<file path="src/rtl/enoc_ingress_buffer.sv">
// enoc_ingress_buffer: first-word fall-through FIFO between a node source and a router local input.
// Ports: clk, reset_n (async active-low) | i_data/i_data_val (source packet) -> o_full (refuse)
//        o_data/o_data_val (head packet) <- i_en (router accepts) | o_stall_cnt (refused cycles, saturating)
module enoc_ingress_buffer #(
    parameter int DATA_WIDTH  = 64,
    parameter int DEPTH       = 4,
    parameter int STALL_WIDTH = 16
) (
    input  logic                   clk,
    input  logic                   reset_n,
    input  logic [DATA_WIDTH-1:0]  i_data,
    input  logic                   i_data_val,
    output logic                   o_full,
    output logic [DATA_WIDTH-1:0]  o_data,
    output logic                   o_data_val,
    input  logic                   i_en,
    output logic [STALL_WIDTH-1:0] o_stall_cnt
);
    localparam int AW = $clog2(DEPTH);
    logic [DATA_WIDTH-1:0] mem [DEPTH];
    logic [AW-1:0] rd_ptr, wr_ptr;
    logic [AW:0] count;
    logic wr, rd;
    // Full is taken from registered count only, so a same-cycle read never opens the door.
    assign o_full     = count == (AW+1)'(DEPTH);
    assign o_data_val = count != '0;
    assign o_data     = mem[rd_ptr];
    assign wr         = i_data_val && !o_full;
    assign rd         = o_data_val && i_en;
    always_ff @(posedge clk or negedge reset_n) begin
        if (!reset_n) begin
            rd_ptr      <= '0;
            wr_ptr      <= '0;
            count       <= '0;
            o_stall_cnt <= '0;
        end else begin
            // DEPTH is a power of two, so pointers wrap naturally.
            if (wr) wr_ptr <= wr_ptr + AW'(1);
            if (rd) rd_ptr <= rd_ptr + AW'(1);
            count <= count + (AW+1)'(wr) - (AW+1)'(rd);
            if (i_data_val && o_full && o_stall_cnt != '1) o_stall_cnt <= o_stall_cnt + STALL_WIDTH'(1);
        end
    end
    always_ff @(posedge clk) begin
        if (wr) mem[wr_ptr] <= i_data;
    end
endmodule
</file>
<file path="config.mk">
export PLATFORM = sky130hd
export DESIGN_NAME = enoc_ingress_buffer
export DESIGN_NICKNAME = d
export VERILOG_FILES = /design/src/rtl/enoc_ingress_buffer.sv
export SDC_FILE = /design/constraint.sdc
export NUM_CORES = 1
export LEC_CHECK = 0
export ABC_CLOCK_PERIOD_IN_PS = 5850
export CAP_MARGIN = 20
export CELL_PAD_IN_SITES_DETAIL_PLACEMENT = 2
export CELL_PAD_IN_SITES_GLOBAL_PLACEMENT = 2
export CORE_MARGIN = 2
export CORE_UTILIZATION = 45
export DETAILED_ROUTE_END_ITERATION = 12
export GPL_ROUTABILITY_DRIVEN = 0
export PLACE_DENSITY = 0.95
export SLEW_MARGIN = 20
export SYNTH_ARGS = -nofsm -noshare
export SYNTH_HDL_FRONTEND = slang
export SYNTH_SLANG_ARGS = --single-unit
</file>
<file path="constraint.sdc">
create_clock -name clk -period 5.85 [get_ports clk]
set_clock_uncertainty 0.15 [all_clocks]
set_input_delay 0.585 -clock clk [delete_from_list [all_inputs] [get_ports clk]]
set_output_delay 0.585 -clock clk [all_outputs]
set_load 0.05 [all_outputs]
</file>
==> impl_metrics.yaml <==
finish:
  diodes: 0
  layout_common_cells: "edfxtp_1, clkdlybuf4s50_1, mux4_2"
  final_area_um2: 13200
  seq_area_um2: 8270
  drive_above_1_share: 0.204
  final_nets: 687
  fillers: 1760
  multiInputGateArea_um2: 2050
  final_common_cell: "edfxtp_1"
  area_growth_pct: 27.1
outcome:
  outcome: "finished, final reports clean"
logic_synthesis:
  syn_area_um2: 10400
  syn_nets: 519
  synth_edf_count: 256
  yosysWarnings: 0
  syn_area_per_cell_um2: 23.5
  async_flop_share: 0.0824
  syn_inst: 443
  synth_cell_types: 29
  seq_area_frac_synth: 0.795
  synthFlopType: "edfxtp_1"
  synth_seq_cells: 279
clock_tree:
  cts.sinks: 279
  clock_latency_ps: 520
  cts_hold_buf: 0
  clkTransAtPathRegs_ps: 60
  cts_root_buffer: "clkbuf_16"
  postCtsSetupBuffers: 0
  cts_tree: "built"
  numCtsBuffers: 29
  ctsResizeCount: 0
  clk_path_buf_depth: 3
  htree_num_levels: 1
routing:
  drtAntennaViolNets: 0
  drtIter0Drc: 428
  wl_per_cell_um: 29.9
  vias_per_cell: 5.63
  drc_errors: 0
  vias: 5170
  first_pass_iters: 4
  drt-total-wl_um: 27400
sta:
  tightest_slew_ps: 1020
  setup_slack_ps: 1800
  hold_viol: 0
  finalCriticalPeriod_ps: 4050
  rsz0062_at_grt: "no"
  relSlewSlack: 0.319
  final.setup.tns_ps: 0
  finalCritPeriodShare: 0.693
  maxSlewViolCount: 0
  fmax_mhz: 247
  finalSetupViolCount: 0
worst_setup_path:
  cp-end-kind: "output pin"
  cp.required_ps: 5120
  crit_path_start_kind: "flip-flop"
  crit_path_max_fanout: 27
  arrival_ps: 3320
  crit_type: "flip-flop to output pin"
floorplan:
  die_w_um: 156
  rows: 55
  fp.coreArea_um2: 22600
  die_h_um: 156
  initial_core_util: 0.459
  io-pin-count: 150
  die_area_um2: 24300
global_route:
  grt_pass1_wl_um: 40500
  grt_usage: 0.231
  antenna_found_initial: 0
  grt_pass1_vias: 5846
  overflow: 0
  grt_max_degree: 66
pwr:
  p_leak_nw: 4.42
  ir_drop_mv: 0.252
  power_w: 0.00778
  powerDensity_nw_per_um2: 589
flow_run:
  max-cap-violations: 0
placement:
  dpl_worst_slack_ps: 2120
  port_buffers: 149
  dp_hpwl_um: 15900
  place_area_um2: 12200
min_path:
  holdCritPathClass: "flip-flop to flip-flop"
flip-flops by register name, indices dropped and copies added, names as in the netlist:
register     flops
wr_ptr           2
o_stall_cnt     16
rd_ptr           2
count            3
mem            256
kinds of logic after synthesis:
family | count (synthesis) | share of synthesized area
buffers and inverters | 24 | 0.00939
xor gates and xnor gates | 20 | 0.0169
muxes | 66 | 0.141
and+or+nand+nor | 46 | 0.0276
adders and majority gates | 8 | 0.0104
DFF | 279 | 0.795
cells in the mapped netlist, types with 4 or more instances:
cell type	n	area, um^2
inv_1	9	33.8
xnor2_1	7	61.3
buf_2	6	30.0
nand2_1	4	15.0
nor2_1	5	18.8
and3_1	4	25.0
clkbuf_1	6	22.5
nand4_1	6	37.5
ha_1	7	87.6
mux4_2	64	1440
dfrtp_1	23	576
nand3_1	6	30.0
nor3_1	5	25.0
xor2_1	13	114
edfxtp_1	256	7690
per-layer routing:
| metal | GRT usage | wire length, um | vias to the layer above |
|---|---|---|---|
| met5 | 0 | 0 | - |
| met4 | 0.0389 | 341 | 0 |
| met3 | 0.0567 | 2080 | 32 |
| met2 | 0.404 | 14100 | 199 |
| met1 | 0.301 | 10900 | 2763 |
| li1 | - | - | 2176 |
worst paths after layout:
path                       slack [ps]                   startpoint                          end  cells past startpoint
max                              1800        rd_ptr[0]$_DFFE_PN0P_                   o_data[54]                      4
min                               380  o_stall_cnt[13]$_DFFE_PN0P_  o_stall_cnt[13]$_DFFE_PN0P_                      1
max reg2reg                      3080           count[1]$_DFF_PN0_           count[2]$_DFF_PN0_                      9
min reg2reg                       380  o_stall_cnt[13]$_DFFE_PN0P_  o_stall_cnt[13]$_DFFE_PN0P_                      1
max in group asynchronous        4670                      reset_n        rd_ptr[0]$_DFFE_PN0P_                      2
min in group asynchronous         450                      reset_n   o_stall_cnt[2]$_DFFE_PN0P_                      2
metrics by stage:
step                      utilization  instances  hold slack, ps
after CTS                       0.583        916             384
after global routing            0.584        918             411
after floorplan                     -        443             139
after global placement          0.539        863             354
after detailed placement        0.539        863             370
final                           0.584        918             375
critical path, cell delays in order, from the launching register on:
cell and delay, ps:
dfrtp_4 780, buf_12 320, buf_4 350, mux4_2 570, clkdlybuf4s50_1 750
cell type report:
class	instances	area share
clock buffers	38	0.0613
clock inverters	15	0.0126
inverters	9	0.00256
multi-input cells	140	0.155
flip-flops and latches	279	0.626
well taps	285	0.0270
repair buffers	152	0.115
power by group:
part | switching, W | total, W | internal [W]
Clock | 0.000806 | 0.00188 | 0.00108
Combinational | 0.00185 | 0.00295 | 0.00110
Sequential | 0.000311 | 0.00294 | 0.00263
No activity file was read; power rests on OpenSTA's default activity.
